==> config.mk <==
export PLATFORM = sky130hd
export DESIGN_NAME = stream_nto1_mux
export DESIGN_NICKNAME = d
export VERILOG_FILES = /design/src/rtl/stream_nto1_mux_pkg.sv /design/src/rtl/stream_nto1_mux_rr_arbiter.sv /design/src/rtl/stream_nto1_mux.sv
export SDC_FILE = /design/constraint.sdc
export NUM_CORES = 1
export LEC_CHECK = 0
export ABC_AREA = 1
export CAP_MARGIN = 20
export CORE_ASPECT_RATIO = 0.6
export CORE_MARGIN = 2
export CORE_UTILIZATION = 37
export CTS_BUF_LIST = sky130_fd_sc_hd__clkbuf_4 sky130_fd_sc_hd__clkbuf_8
export CTS_CLUSTER_SIZE = 25
export DETAILED_ROUTE_END_ITERATION = 12
export PLACE_DENSITY_LB_ADDON = 0.2
export SETUP_SLACK_MARGIN = 0.5
export SLEW_MARGIN = 25
export SYNTH_ARGS = -nofsm -noshare
export SYNTH_HDL_FRONTEND = slang
export SYNTH_SLANG_ARGS = --single-unit
==> constraint.sdc <==
create_clock -name clk -period 6 [get_ports clk]
set_input_delay 1.2 -clock clk [delete_from_list [all_inputs] [get_ports clk]]
set_output_delay 1.2 -clock clk [all_outputs]
set_load 0.1 [all_outputs]
==> src/rtl/stream_nto1_mux_pkg.sv <==
`default_nettype none
// ============================================================================
//  Module : stream_nto1_mux_pkg
//  Brief  : Shared selection-mode encodings for the N-to-1 stream mux.
//  Rev    : 1.0  initial release
// ============================================================================
package stream_nto1_mux_pkg;

  // Selection mode encodings (value of the 'mode' input)
  localparam logic MODE_FIXED = 1'b0;  // channel chosen by 'sel'
  localparam logic MODE_RR    = 1'b1;  // fair round-robin among valid channels

endpackage
`default_nettype wire

==> src/rtl/stream_nto1_mux_rr_arbiter.sv <==
`default_nettype none
// ============================================================================
//  Module : rr_arbiter
//  Brief  : Combinational round-robin arbiter. Grants the first requester
//           found scanning ptr+1, ptr+2, ... (mod N). One-hot grant output.
//  Rev    : 1.0  initial release
// ============================================================================
module rr_arbiter #(
  parameter  int N    = 4,
  localparam int SELW = $clog2(N)
) (
  input  logic [N-1:0]    req,
  input  logic [SELW-1:0] ptr,
  output logic [N-1:0]    gnt,
  output logic [SELW-1:0] gidx,
  output logic            any
);

  // Channel index visited at scan step k, starting just after the pointer
  function automatic int wrap_idx(input int p, input int k);
    return (p + k) % N;
  endfunction

  // Scan from ptr+1 around the ring; first requester wins
  always_comb begin
    gnt  = '0;
    gidx = '0;
    any  = 1'b0;
    for (int k = 1; k <= N; k++) begin
      if (!any && req[wrap_idx(int'(ptr), k)]) begin
        gnt[wrap_idx(int'(ptr), k)] = 1'b1;
        gidx                        = SELW'(wrap_idx(int'(ptr), k));
        any                         = 1'b1;
      end
    end
  end

endmodule
`default_nettype wire

==> src/rtl/stream_nto1_mux.sv <==
`default_nettype none
// ============================================================================
//  Module : stream_nto1_mux
//  Brief  : Registered, valid/ready handshaked N-to-1 stream multiplexer with
//           fixed (sel) or round-robin channel selection.
//  Rev    : 1.0  initial release
// ============================================================================
module stream_nto1_mux
  import stream_nto1_mux_pkg::*;
#(
  parameter  int WIDTH = 8,
  parameter  int N     = 4,
  localparam int SELW  = $clog2(N)
) (
  input  logic               clk,
  input  logic               rst,
  input  logic [N*WIDTH-1:0] in_data,
  input  logic [N-1:0]       in_valid,
  output logic [N-1:0]       in_ready,
  input  logic               mode,
  input  logic [SELW-1:0]    sel,
  output logic [WIDTH-1:0]   out_data,
  output logic [SELW-1:0]    out_chan,
  output logic               out_valid,
  input  logic               out_ready
);

  logic [N-1:0]     w_req;
  logic [N-1:0]     w_gnt;
  logic [SELW-1:0]  w_gidx;
  logic             w_any;
  logic             w_load_en;
  logic [WIDTH-1:0] w_sel_data;

  logic [WIDTH-1:0] r_out_data;
  logic [SELW-1:0]  r_out_chan;
  logic             r_out_valid;
  logic [SELW-1:0]  r_rr_ptr;

  // Request vector: all valids in RR, only the selected channel in fixed
  // mode. An out-of-range sel matches no channel and so requests nothing.
  always_comb begin
    w_req = '0;
    if (mode == MODE_RR) begin
      w_req = in_valid;
    end else begin
      for (int i = 0; i < N; i++) begin
        if (SELW'(i) == sel) w_req[i] = in_valid[i];
      end
    end
  end

  rr_arbiter #(.N(N)) u_arb (
    .req  (w_req),
    .ptr  (r_rr_ptr),
    .gnt  (w_gnt),
    .gidx (w_gidx),
    .any  (w_any)
  );

  // The output register can take a new word when empty or being drained
  assign w_load_en = !r_out_valid | out_ready;
  assign in_ready  = w_load_en ? w_gnt : '0;

  // AND-OR data mux driven by the one-hot grant
  always_comb begin
    w_sel_data = '0;
    for (int i = 0; i < N; i++) begin
      if (w_gnt[i]) w_sel_data = w_sel_data | in_data[i*WIDTH +: WIDTH];
    end
  end

  // Output register and round-robin pointer; pointer moves only on accept
  always_ff @(posedge clk or posedge rst) begin
    if (rst) begin
      r_out_data  <= '0;
      r_out_chan  <= '0;
      r_out_valid <= 1'b0;
      r_rr_ptr    <= SELW'(N - 1);
    end else if (w_load_en) begin
      if (w_any) begin
        r_out_data  <= w_sel_data;
        r_out_chan  <= w_gidx;
        r_out_valid <= 1'b1;
        r_rr_ptr    <= w_gidx;
      end else begin
        r_out_valid <= 1'b0;
      end
    end
  end

  assign out_data  = r_out_data;
  assign out_chan  = r_out_chan;
  assign out_valid = r_out_valid;

endmodule
`default_nettype wire
# ---- Yosys cells after proc, flatten, opt, wreduce, memory -nomap -nowiden
# Index checks and enable logic that the tools add are counted.
dict set report word_totals {
  wordCells 90
  regBits 13
  output_inout_bits 15
}
dict set report op_classes {
  mux 43
  add_sub_neg 4
  n_lt_le_gt_ge 8
  n_bitwise 11
  eq_ne 3
  reduce_logical 17
}
# cell count
set op_table {}
lappend op_table {{$mux 8} 4}
lappend op_table {{$mux 4} 6}
lappend op_table {{$or 8x8->8} 3}
lappend op_table {{$mux 1} 21}
lappend op_table {{$lt 3x4->1 const B} 4}
lappend op_table {{$ge 3x1->1 const B} 4}
lappend op_table {{$or 4x4->4} 3}
lappend op_table {{$bmux 1 s2} 4}
lappend op_table {{$demux 1 s2} 4}
lappend op_table {{$mux 2} 4}
lappend op_table {{$reduce_or 2->1} 4}
lappend op_table {{$logic_and 1x1->1} 7}
lappend op_table {{$add 2x1->2 const B} 2}
lappend op_table {{$add 2x2->2 const B} 2}
lappend op_table {{$and 1x1->1 const A} 4}
lappend op_table {{$eq 2x2->1 const A} 2}
lappend op_table {{$logic_not 1->1} 4}
lappend op_table {{$eq 1x2->1 const A} 1}
lappend op_table {{$logic_not 2->1} 1}
lappend op_table {{$reduce_and 2->1} 1}
lappend op_table {{$or 1x1->1} 1}

# ---- Longest topological paths before layout
# Gate-level depths: netlist of the first run.
dict set report depth {
  word_depth 23
  mapped_depth 15
}

# ---- Cells and area by module
# A second synthesis of the first run with hierarchy kept.
dict set report hier_totals {
  hier_cells 208
  area_unflattened_um2 1352.5
}
# module cells_per_inst area_per_inst_um2 instances
set by_module_without_submodules {}
lappend by_module_without_submodules {stream_nto1_mux 127 817.0 1}
lappend by_module_without_submodules {rr_arbiter 81 535.5 1}

# ---- Least setup slack after synthesis of the first run
# No wires, ideal clock.
dict set report synth_timing {
  path_kind {input to output}
  startpoint {input mode}
  endpoint {output in_ready[0]}
  setup_slack_ns 1.339
  arrival_ns 3.461
  cell_stages 9
  required_ns 4.800
  path_buffers 0
  cell_sequence {inv_1 o21ai_1 nand3_1 nand3_1 nand2_4 nand2_4 nor2_8 nand3_1 a21oi_1}
}
dict set report synth_via {
  elab_chain_cells 15
}
# item line_no
set synth_lines {}
lappend synth_lines {{start, declared} stream_nto1_mux.sv:20} ;# input logic mode,
lappend synth_lines {{$mux 4 *} stream_nto1_mux.sv:44} ;# if (mode == MODE_RR) begin
lappend synth_lines {{$bmux 1 s2} stream_nto1_mux_rr_arbiter.sv:30} ;# if (!any && req[wrap_idx(int'(ptr), k)]) begin
lappend synth_lines {{$mux 1 (not written as such) (2 in series)} stream_nto1_mux_rr_arbiter.sv:30}
lappend synth_lines {{$mux 1} stream_nto1_mux_rr_arbiter.sv:30}
lappend synth_lines {{$logic_not 1->1} stream_nto1_mux_rr_arbiter.sv:30}
lappend synth_lines {{$logic_and 1x1->1} stream_nto1_mux_rr_arbiter.sv:30}
lappend synth_lines {{$mux 1} stream_nto1_mux_rr_arbiter.sv:30}
lappend synth_lines {{$logic_not 1->1} stream_nto1_mux_rr_arbiter.sv:30}
lappend synth_lines {{$logic_and 1x1->1} stream_nto1_mux_rr_arbiter.sv:30}
lappend synth_lines {{$mux 1} stream_nto1_mux_rr_arbiter.sv:30}
lappend synth_lines {{$logic_not 1->1} stream_nto1_mux_rr_arbiter.sv:30}
lappend synth_lines {{$logic_and 1x1->1} stream_nto1_mux_rr_arbiter.sv:30}
lappend synth_lines {{$mux 4 *} stream_nto1_mux_rr_arbiter.sv:30}
lappend synth_lines {{$mux 4 *} stream_nto1_mux.sv:63} ;# assign in_ready = w_load_en ? w_gnt : '0;
lappend synth_lines {{end, declared} stream_nto1_mux.sv:19} ;# output logic [N-1:0] in_ready,
# Mark *: on every way between the ends. The rest lies on a longest branch, timed or not. The select of a mux whose other input is x is not followed.

# ---- Final worst setup path of the first run
dict set report layout_timing {
  startpoint {input sel[1]}
  endpoint {output in_ready[2]}
}
dict set report layout_via {
  elab_chain_cells 17
}
# item line_no
set layout_lines {}
lappend layout_lines {{start, declared} stream_nto1_mux.sv:21} ;# input logic [SELW-1:0] sel,
lappend layout_lines {{$eq 1x2->1 (tied with other cells)} stream_nto1_mux.sv:48} ;# if (SELW'(i) == sel) w_req[i] = in_valid[i];
lappend layout_lines {{$mux 1} stream_nto1_mux.sv:48}
lappend layout_lines {{$mux 4 *} stream_nto1_mux.sv:44}
lappend layout_lines {{$bmux 1 s2} stream_nto1_mux_rr_arbiter.sv:30}
lappend layout_lines {{$mux 1 (not written as such) (2 in series)} stream_nto1_mux_rr_arbiter.sv:30}
lappend layout_lines {{$mux 1} stream_nto1_mux_rr_arbiter.sv:30}
lappend layout_lines {{$logic_not 1->1} stream_nto1_mux_rr_arbiter.sv:30}
lappend layout_lines {{$logic_and 1x1->1} stream_nto1_mux_rr_arbiter.sv:30}
lappend layout_lines {{$mux 1} stream_nto1_mux_rr_arbiter.sv:30}
lappend layout_lines {{$logic_not 1->1} stream_nto1_mux_rr_arbiter.sv:30}
lappend layout_lines {{$logic_and 1x1->1} stream_nto1_mux_rr_arbiter.sv:30}
lappend layout_lines {{$mux 1} stream_nto1_mux_rr_arbiter.sv:30}
lappend layout_lines {{$logic_not 1->1} stream_nto1_mux_rr_arbiter.sv:30}
lappend layout_lines {{$logic_and 1x1->1} stream_nto1_mux_rr_arbiter.sv:30}
lappend layout_lines {{$mux 4 *} stream_nto1_mux_rr_arbiter.sv:30}
lappend layout_lines {{$mux 4 *} stream_nto1_mux.sv:63}
# Marks and branches as above.

==> results of run 1 <==
registers in the layout, summed over array words and instances, names as in the netlist:
signal	flops
out_valid	1
out_data	8
out_chan	2
r_rr_ptr	2
cell type report:
type	count	share of cell area, %
clock buffers	4	2.61
well taps	45	3.01
inverters	14	2.81
flip-flops and latches	13	17.5
multi-input cells	165	44.7
repair buffers	56	29.4
cell usage after synthesis:
cell type  count
a2bb2oi_1      1
a21oi_1        4
o21ai_1        4
buf_2          2
ha_1           8
nand2_1       72
nand3_2        4
nor2_2         4
nand3_1       27
dfstp_2        2
nand2_4        2
inv_1         11
o221ai_1       1
inv_2          3
dfrtp_1       11
a31oi_2        1
nor2_1        29
nand2_2        6
nor2_8         1
o211ai_1       1
worst max-delay path by stage:
| stage | startpoint | endpoint | slack [ns] | cells past startpoint |
|---|---|---|---|---|
| 3_5_place_dp | sel[1] | in_ready[2] | 1.73 | 12 |
| 4_1_cts | sel[1] | in_ready[2] | 1.72 | 12 |
| 6_report | sel[1] | in_ready[2] | 1.71 | 12 |
| 2_1_floorplan | mode | in_ready[0] | 1.34 | 9 |
| 5_1_grt | sel[0] | in_ready[1] | 1.50 | 13 |
| 3_3_place_gp | sel[0] | in_ready[2] | 1.74 | 12 |
cell families after synthesis:
| family | Yosys count | share of synthesized area, % |
|---|---|---|
| AND/OR/NAND/NOR | 145 | 53.7 |
| flip-flops | 13 | 26.7 |
| adder cells (fa/ha/maj) | 8 | 8.16 |
| AO/OA/AOI/OAI | 12 | 6.32 |
| buffers and inverters | 16 | 5.10 |
worst min-delay path: cells and delay by family, from the launching register on:
| family | cells | cell delay [ns] |
|---|---|---|
| flip-flops | 1 | 0.34 |
| AND/OR/NAND/NOR | 2 | 0.11 |
cells in the final DEF (no fill, tap or decap), drive strengths merged:
cell type / netlist / routed
o211ai: 1 / 1
a2bb2oi: 1 / 1
a21oi: 4 / 4
ha: 8 / 8
nand3: 31 / 31
nand2: 80 / 80
inv: 14 / 14
dfstp: 2 / 2
clkbuf: 0 / 4
clkdlybuf4s50: 0 / 52
a31oi: 1 / 1
dfrtp: 11 / 11
o21ai: 4 / 4
buf: 2 / 4
o221ai: 1 / 1
nor2: 34 / 34
per-stage QoR:
stage	setup slack [ns]	utilization [%]	hold slack (ns)	std cells	instance area, um^2
after floorplan	1.34	-	0.631	194	1230
after global placement	1.74	57.0	0.468	293	1820
after detailed placement	1.73	57.0	0.476	293	1820
after CTS	1.72	58.5	0.489	297	1870
after global routing	1.50	58.5	0.518	297	1870
final	1.71	58.5	0.485	297	1870
metal layers:
metal	global-route usage (%)	part of all wire, %
met2	24.1	37
met5	0	0
met4	6.73	0.59
met3	2.43	5.8
met1	32.4	56
==> metrics.log, run 1 <==
INFO  metric mappedNetlistNets = 244
INFO  metric combined_area_of_the_multi_input_logic_cells = roughly 840 um^2
INFO  metric synth.yosys.seq_area_share = 26.7%
INFO  metric worst-endpoint-required = 4.80 ns
INFO  metric cts-root-to-sink-buffers = 2
INFO  metric min_to = out_chan[0]
INFO  metric grt_setup_unrepaired = no
INFO  metric worst_skew_pair.late_latency = 0.24 ns
INFO  metric final_period_minus_worst_setup_slack = roughly 4.3 ns
INFO  metric synth_area_per_cell = 6.33 um^2
INFO  metric gate_count_post_synth = 194
INFO  metric cp_slowest_stage_delay = 0.52 ns
INFO  metric number_of_vias_after_detailed_routing = 1,370
INFO  metric cts_tree = built
INFO  metric critical_path_arrival = slightly above 3 ns
INFO  metric num-fill-cells = 320
INFO  metric endpoints_failing_setup = 0
INFO  metric final.setup.tns = 0 ns
INFO  metric io_buffers = 56
INFO  metric ys_seq_elements = 13
INFO  metric cts_htree_levels = 1
INFO  metric ioPinCount = 57
INFO  metric number_of_gates_resized_after_cts = 0
INFO  metric crit_path_max_fanout = 5
INFO  metric maxClockFrequency = between 0.2 and 0.25 GHz
INFO  metric status = completed
INFO  metric grt_first_pass_wirelength = 5850 um
INFO  metric area.growth.synth_to_final = 52.6%
INFO  metric floorplan_die_width = roughly 78 um
INFO  metric post-cts-setup-buffer-count = 0
INFO  metric worst_r2r_startpoint = r_rr_ptr[1]
INFO  metric detail_route.vias_per_cell = 4.61
INFO  metric start_kind = input port
INFO  metric rr_endpoint = r_rr_ptr[0]
INFO  metric clock-sinks = 13
INFO  metric max_slew_margin = 34.2%
INFO  metric crit_chain = clkdlybuf4s50_1, nand2_1, nand2_1, nand3_1, nand2_1, nand2_1, nand2_2, nand3_2, nor2_1, nor2_2, a21oi_1, buf_4
INFO  metric maximum_number_of_pins_on_one_net_before_global_route_repair = 22
INFO  metric hold_class = reg -> reg
INFO  metric design.final.nets = 303
INFO  metric clock_tree.root_cell = clkbuf_8
INFO  metric post_route_cells_drive_above_1_share = 12.3%
INFO  metric tritoncts.num_buffers = 3
INFO  metric critical_path.slowest_cell = clkdlybuf4s50_1
INFO  metric antenna_cells_inserted = 0
INFO  metric hpwl = 2820 um
INFO  metric finalHoldViolCount = 0
INFO  metric netlist.area_leader.share = 22.4%
INFO  metric clk_pin_slew_worst_paths = 0.05 ns
INFO  metric tightestPinTransition = between 0.9 and 1 ns
INFO  metric crit_path_frequent_cell = nand2_1
INFO  metric skew = 0.000667 ns
INFO  metric gr-usage-all-layers = 19.3%
INFO  metric drt-pass1-iter-count = 4
INFO  metric hold_buffers = 0
INFO  metric routedWlPerCell = 11.5 um
INFO  metric grt_antenna_before_repair = 0
INFO  metric reg2reg_depth = 10
INFO  metric grt_remaining_overflow = 0
INFO  metric reg2reg_slack = 3.13 ns
INFO  metric count_of_nets_left_with_antenna_violations_after_detail_routing = 0
INFO  metric fp.dieArea = between 0.003 and 0.004 mm^2
INFO  metric initial_utilization = 38.3%
INFO  metric worst_hold_startpoint = out_chan[0]
INFO  metric synth_top_cells_by_area = dfrtp_1 (22%), nand2_1 (22%), nand3_1 (11%), nor2_1 (8.9%), ha_1 (8.2%)
INFO  metric final-max-slew-violation-count = 0
INFO  metric wl = 3400 um
INFO  metric critPathCaptureType = output port
INFO  metric max_cap_violations = 0
INFO  metric crit_family = simple AND/OR/NAND/NOR gates
INFO  metric grt_pass1_vias = 1,226
INFO  metric crit_type = in -> out
INFO  metric synth_top_area_cell = dfrtp_1
INFO  metric drt_iter0_drc = 121
INFO  metric gpl.final_weighted_congestion = between 0.8 and 0.9
INFO  metric core-area = 0.00320 mm^2
INFO  metric number_of_warnings_reported_in_the_yosys_synthesis_log = 0
INFO  metric synth.distinct_cells = 20
INFO  metric ff_latch_area = ~330 um^2
INFO  metric floorplan.rows = 16
INFO  metric synthesis.area = 0.00123 mm^2
INFO  metric drc = 0
INFO  metric die_height = 48.6 um
INFO  metric critical_path.n_buffers_inverters = 2
INFO  metric min_delay_path_depth = 2
INFO  metric period_share = 71.5%
Power of run 1 is left out: the tool's default activity adds up to more than one toggle a clock period on the data nets, which glitch-free logic cannot reach.
==> inputs of run 2 (changes only) <==
==> constraint.sdc (replaced) <==
create_clock -name clk -period 4.15 [get_ports clk]
set_input_delay 0.83 -clock clk [delete_from_list [all_inputs] [get_ports clk]]
set_output_delay 0.83 -clock clk [all_outputs]
set_load 0.1 [all_outputs]
==> run 2 against run 1 <==
Net effect:
- non-clock buffer count rose by 1
- core utilization rose by 3.4 points
- via count barely moved
- critical path depth did not move
==> metrics.log, run 2 (synthesized netlist as in run 1, its figures left out) <==
INFO  metric clock_tree.root_cell = clkbuf_8
INFO  metric antenna_cells_inserted = 0 (unchanged)
INFO  metric cts_tree = built
INFO  metric final-max-slew-violation-count = 0 (unchanged)
INFO  metric status = completed
INFO  metric gpl.final_weighted_congestion = 0.881 (about the same)
INFO  metric floorplan_die_width = 78.4 um (unchanged)
INFO  metric largest_register_ffs = 8 (unchanged)
INFO  metric final_common_cell = nand2_1
INFO  metric maxClockFrequency = approximately 0.29 GHz
INFO  metric clk_pin_slew_worst_paths = 0.05 ns (about the same)
INFO  metric maximum_number_of_pins_on_one_net_before_global_route_repair = 20 (-9.1%)
INFO  metric gr-usage-all-layers = 19.1% (-0.24 points)
INFO  metric grt_first_pass_wirelength = 5850 um (unchanged)
INFO  metric floorplan.rows = 16 (unchanged)
INFO  metric cts_htree_levels = 1 (unchanged)
INFO  metric hold_buffers = 0 (unchanged)
INFO  metric routedWlPerCell = 11.7 um (+2.1%)
INFO  metric max_slew_margin = 34.3% (+0.11 points)
INFO  metric grt_remaining_overflow = 0 (unchanged)
INFO  metric crit_chain = clkdlybuf4s50_1, inv_1, nand2_1, nand2_1, nand3_2, nand3_1, nand2_4, nand2_4, nor2_8, nand3_1, a21oi_2, buf_12
INFO  metric final_period_minus_worst_setup_slack = 3.47 ns
INFO  metric io_buffers = 56 (unchanged)
INFO  metric grt_antenna_before_repair = 0 (unchanged)
INFO  metric mostFrequentLayoutCells = nand2_1 (71), clkdlybuf4s50_1 (51), nor2_1 (26), nand3_1 (25)
INFO  metric worst_skew_pair.late_latency = 0.24 ns (about the same)
INFO  metric critical_path.slowest_cell = clkdlybuf4s50_1
INFO  metric final.setup.tns = 0 ns (unchanged)
INFO  metric tritoncts.num_buffers = 3 (unchanged)
INFO  metric critPathCaptureType = output port
INFO  metric drt-pass1-iter-count = 4 (unchanged)
INFO  metric detail_route.vias_per_cell = 4.59 (-0.41%)
INFO  metric number_of_gates_resized_after_cts = 0 (unchanged)
INFO  metric crit_family = simple AND/OR/NAND/NOR gates
INFO  metric grt_setup_unrepaired = no
INFO  metric die_height = 48.6 um (unchanged)
INFO  metric post-cts-setup-buffer-count = 0 (unchanged)
INFO  metric critical_path_arrival = 2.64 ns (-0.45 ns)
INFO  metric clock-sinks = 13 (unchanged)
INFO  metric area.growth.synth_to_final = 61.4%
INFO  metric cts-root-to-sink-buffers = 2 (unchanged)
INFO  metric worst-endpoint-required = 3.32 ns (-1.48 ns)
INFO  metric count_of_nets_left_with_antenna_violations_after_detail_routing = 0 (unchanged)
INFO  metric period_share = approximately 84%
INFO  metric grt_pass1_vias = 1,222 (-0.33%)
INFO  metric fp.dieArea = 0.00381 mm^2 (unchanged)
INFO  metric skew = 0.00154 ns (+0.000877 ns)
INFO  metric max_cap_violations = 0 (unchanged)
INFO  metric crit_type = in -> out
INFO  metric design.final.nets = 304 (+0.33%)
INFO  metric cp_slowest_stage_delay = 0.53 ns (about the same)
INFO  metric critical_path.n_buffers_inverters = 3 (+1)
INFO  metric wl = 3490 um (+2.4%)
INFO  metric ioPinCount = 57 (unchanged)
INFO  metric endpoints_failing_setup = 0 (unchanged)
INFO  metric drt_iter0_drc = 66 (-45%)
INFO  metric hold_class = reg -> reg
INFO  metric initial_utilization = 38.3% (unchanged)
INFO  metric finish.utilization = 61.8% (+3.4 points)
INFO  metric tightestPinTransition = 0.982 ns (-0.00171 ns)
INFO  metric drc = 0 (unchanged)
INFO  metric finalHoldViolCount = 0 (unchanged)
INFO  metric hpwl = 2790 um (-1.2%)
INFO  metric number_of_vias_after_detailed_routing = 1,369 (-0.073%)
INFO  metric core-area = 0.00320 mm^2 (unchanged)
INFO  metric crit_path_max_fanout = 8 (+3)
INFO  metric start_kind = input port
INFO  metric post_route_cells_drive_above_1_share = 16.6% (+4.3 points)
INFO  metric num-fill-cells = 321 (+0.31%)
==> run 2: changes by cell type in the layout (fill, tap and decap cells not counted), sizes merged <==
| cell | previous run | this run |
|---|---|---|
| dlymetal6s2s | 0 | 1 |
| buf | 4 | 5 |
| clkdlybuf4s50 | 52 | 51 |
==> run 2: area by class of cell <==
cell class              count  area (um^2)  area share [%]
well taps                  45         56.3            2.84
multi-input cells         165          885            44.7
inverters                  14         52.6            2.65
repair buffers             57          611            30.8
flip-flops and latches     13          328            16.6
clock buffers               4         48.8            2.46
==> run 2: final timing paths <==
kind / start / end / slack [ns] / cells after the start
setup / recovery: sel[1] / in_ready[1] / 0.68 / 12
min in group asynchronous: rst / out_data[2] / 0.91 / 2
hold / removal: out_chan[0] / out_chan[0] / 0.49 / 2
hold reg to reg: out_chan[0] / out_chan[0] / 0.49 / 2
max in group asynchronous: rst / r_rr_ptr[0] / 2.90 / 2
setup reg to reg: r_rr_ptr[1] / r_rr_ptr[0] / 1.34 / 10
==> run 2: per-layer routing <==
layer / up-vias / track usage (%) / part of all wire [%] / wire (um)
li1: 739 / - / - / -
met1: 603 / 31.0 / 56 / 1950
met2: 27 / 26.7 / 40 / 1410
met3: 0 / 2.43 / 3.7 / 130
met4: 0 / 3.51 / 0 / 0
met5: - / 0 / 0 / 0
==> run 2: metrics by stage <==
step | setup slack [ns] | std cells | cell area [um^2] | hold WS [ns]
after floorplan | 0.756 | 194 | 1240 | 0.631
after global placement | 0.696 | 294 | 1900 | 0.471
after detailed placement | 0.699 | 294 | 1900 | 0.474
after CTS | 0.673 | 298 | 1950 | 0.487
after global routing | 0.481 | 298 | 1980 | 0.506
final | 0.677 | 298 | 1980 | 0.490
==> run 2: tightest hold or removal path, cell delays in order (launching register included) <==
cell	delay, ns
dfrtp_1	0.35
nand2_1	0.05
nand2_1	0.05
Power of run 2 is left out for the same reason.
==> inputs of run 3 (changes only) <==
==> constraint.sdc (replaced) <==
create_clock -name clk -period 3 [get_ports clk]
set_input_delay 0.6 -clock clk [delete_from_list [all_inputs] [get_ports clk]]
set_output_delay 0.6 -clock clk [all_outputs]
set_load 0.1 [all_outputs]
==> run 3 against run 2 <==
Net effect:
- count of clock-buffer cells in the layout unchanged
- setup slack got worse by 0.49 ns
- critical path depth did not move
- largest cell class unchanged
- sequential share of layout area down 2.9 points
- clock skew increased by 0.00098 ns
==> metrics.log, run 3 (synthesized netlist as in run 1, its figures left out) <==
INFO  metric status = completed
INFO  metric cts_tree = built
INFO  metric fp.dieArea = 0.00381 mm^2 (unchanged)
INFO  metric initial_utilization = 38.3% (unchanged)
INFO  metric combined_area_of_the_multi_input_logic_cells = 0.00115 mm^2 (+30%)
INFO  metric tritoncts.num_buffers = 3 (unchanged)
INFO  metric hpwl = 2990 um (+7.3%)
INFO  metric grt_remaining_overflow = 0 (unchanged)
INFO  metric final.setup.tns = 0 ns (unchanged)
INFO  metric crit_type = in -> out
INFO  metric core-area = 0.00320 mm^2 (unchanged)
INFO  metric cts_htree_levels = 1 (unchanged)
INFO  metric drt-pass1-iter-count = 5 (+1)
INFO  metric mostFrequentLayoutCells = nand2_1 (61), clkdlybuf4s50_1 (34), buf_4 (33), nor2_1 (24), nand3_1 (17)
INFO  metric gr-usage-all-layers = 26.6% (+7.5 points)
INFO  metric maximum_number_of_pins_on_one_net_before_global_route_repair = 15 (-25%)
INFO  metric finalHoldViolCount = 0 (unchanged)
INFO  metric endpoints_failing_setup = 0 (unchanged)
INFO  metric crit_chain = dlygate4sd2_1, inv_4, o21ai_2, nand3_2, nand2_2, nand2_2, nand2_4, buf_12, nor2_8, nand3_4, a21oi_4, buf_12
INFO  metric cts-root-to-sink-buffers = 2 (unchanged)
INFO  metric maxClockFrequency = 0.356 GHz
INFO  metric antenna_cells_inserted = 0 (unchanged)
INFO  metric worst_r2r_startpoint = r_rr_ptr[0]
INFO  metric grt_pass1_vias = 1,657 (+36%)
INFO  metric grt_first_pass_wirelength = 8020 um (+37%)
INFO  metric ioPinCount = 57 (unchanged)
INFO  metric floorplan_die_width = 78.4 um (unchanged)
INFO  metric final-max-slew-violation-count = 0 (unchanged)
INFO  metric area.growth.synth_to_final = 96.2%
INFO  metric gpl.final_weighted_congestion = 0.840 (-4.6%)
INFO  metric grt_setup_unrepaired = yes
INFO  metric grt_antenna_before_repair = 0 (unchanged)
INFO  metric ff_latch_area = 328 um^2 (unchanged)
INFO  metric tightestPinTransition = 0.923 ns (-0.0589 ns)
INFO  metric max_cap_violations = 0 (unchanged)
INFO  metric min_to = out_chan[1]
INFO  metric reg2reg_depth = 17 (+7)
INFO  metric io_buffers = 56 (unchanged)
INFO  metric clk_pin_slew_worst_paths = 0.05 ns (about the same)
INFO  metric crit_family = buffers and inverters
INFO  metric min_delay_path_depth = 2 (unchanged)
INFO  metric worst_skew_pair.late_latency = 0.24 ns (about the same)
INFO  metric critical_path.n_buffers_inverters = 4 (+1)
INFO  metric reg2reg_slack = 0.24 ns (-1.10 ns)
INFO  metric cp_slowest_stage_delay = 0.25 ns (-0.28 ns)
INFO  metric number_of_vias_after_detailed_routing = 1,630 (+19%)
INFO  metric drt_iter0_drc = 131 (+98%)
INFO  metric hold_class = reg -> reg
INFO  metric clock-sinks = 13 (unchanged)
INFO  metric skew = 0.00253 ns (+0.000982 ns)
INFO  metric critPathCaptureType = output port
INFO  metric final_common_cell = nand2_1
INFO  metric die_height = 48.6 um (unchanged)
INFO  metric final_period_minus_worst_setup_slack = between 2 and 3 ns
INFO  metric worst_hold_startpoint = out_chan[1]
INFO  metric num-fill-cells = 214 (-33%)
INFO  metric clock_tree.root_cell = clkbuf_8
INFO  metric detail_route.vias_per_cell = 5.08 (+11%)
INFO  metric routedWlPerCell = 14.8 um (+27%)
INFO  metric largest_register_ffs = 8 (unchanged)
INFO  metric post_route_cells_drive_above_1_share = 37.7% (+21 points)
INFO  metric drc = 0 (unchanged)
INFO  metric period_share = roughly 94%
INFO  metric count_of_nets_left_with_antenna_violations_after_detail_routing = 0 (unchanged)
INFO  metric critical_path_arrival = 2.21 ns (-0.43 ns)
INFO  metric floorplan.rows = 16 (unchanged)
INFO  metric wl = 4760 um (+37%)
INFO  metric rr_endpoint = r_rr_ptr[1]
INFO  metric start_kind = input port
INFO  metric crit_path_max_fanout = 5 (-3)
INFO  metric critical_path.slowest_cell = dlygate4sd2_1
INFO  metric design.final.nets = 327 (+7.6%)
INFO  metric max_slew_margin = 38.2% (+3.9 points)
INFO  metric worst-endpoint-required = 2.40 ns (-0.92 ns)
INFO  metric hold_buffers = 0 (unchanged)
-- run 3: cell types whose count changed in the layout (fill, tap and decap cells not counted), sizes merged --
cell and delta:
buf +34, clkdlybuf4s50 -17, dlygate4sd2 +4, clkbuf +2
-- run 3: layout make-up --
cell class                      instances  share of cell area (%)
Clock buffer                            4                    2.03
Sequential cell                        13                    13.6
Timing Repair Buffer                   80                    31.4
Tap cell                               45                    2.34
Inverter                               14                    2.70
Multi-Input combinational cell        165                    47.9
-- run 3: metrics by stage --
| stage | cells | setup slack [ns] | cell area (um^2) | hold slack, ns | util, % |
|---|---|---|---|---|---|
| 3_5_place_dp | 296 | 0.0218 | 1960 | 0.472 | 61.3 |
| 3_3_place_gp | 296 | 0.0546 | 1960 | 0.468 | 61.3 |
| 5_1_grt | 321 | 0.127 | 2410 | 0.508 | 75.2 |
| 4_1_cts | 320 | 0.260 | 2330 | 0.486 | 72.6 |
| 2_1_floorplan | 194 | 0.277 | 1320 | 0.476 | - |
| 6_report | 321 | 0.190 | 2410 | 0.478 | 75.2 |
-- run 3: repair_timing --
action / CTS / global route
pin swaps: 22 / 9
resized for setup: 43 / 20
setup buffers: 20 / 1
setup endpoints to repair: 4 / 8
-- run 3: worst max path at each step --
stage,start,endpoint,depth (start not counted)
2_1_floorplan,r_rr_ptr[0],in_ready[0],9
3_3_place_gp,sel[0],in_ready[0],12
3_5_place_dp,sel[1],in_ready[1],12
4_1_cts,r_rr_ptr[1],in_ready[1],10
5_1_grt,mode,in_ready[0],12
6_report,mode,in_ready[0],12
-- run 3: metal layers --
layer	vias up	part of all wire [%]	wire length, um	track usage (%)
met5	-	0	0	0
met4	0	2.0	95	9.94
met3	12	5.8	276	4.48
met2	66	44	2080	40.7
met1	767	48	2310	37.7
li1	785	-	-	-
-- run 3: worst register-to-register path, stage by stage, from the launching register on --
cell      delay (ns)
dfstp_2         0.57
inv_6           0.05
ha_4            0.27
inv_4           0.09
nand2_4         0.06
buf_4           0.13
buf_4           0.13
buf_4           0.12
buf_4           0.12
buf_4           0.13
buf_4           0.12
buf_4           0.12
buf_4           0.13
buf_4           0.13
buf_4           0.13
o221ai_4        0.18
nand2_2         0.09
o21ai_1         0.10
Power of run 3 is left out for the same reason.
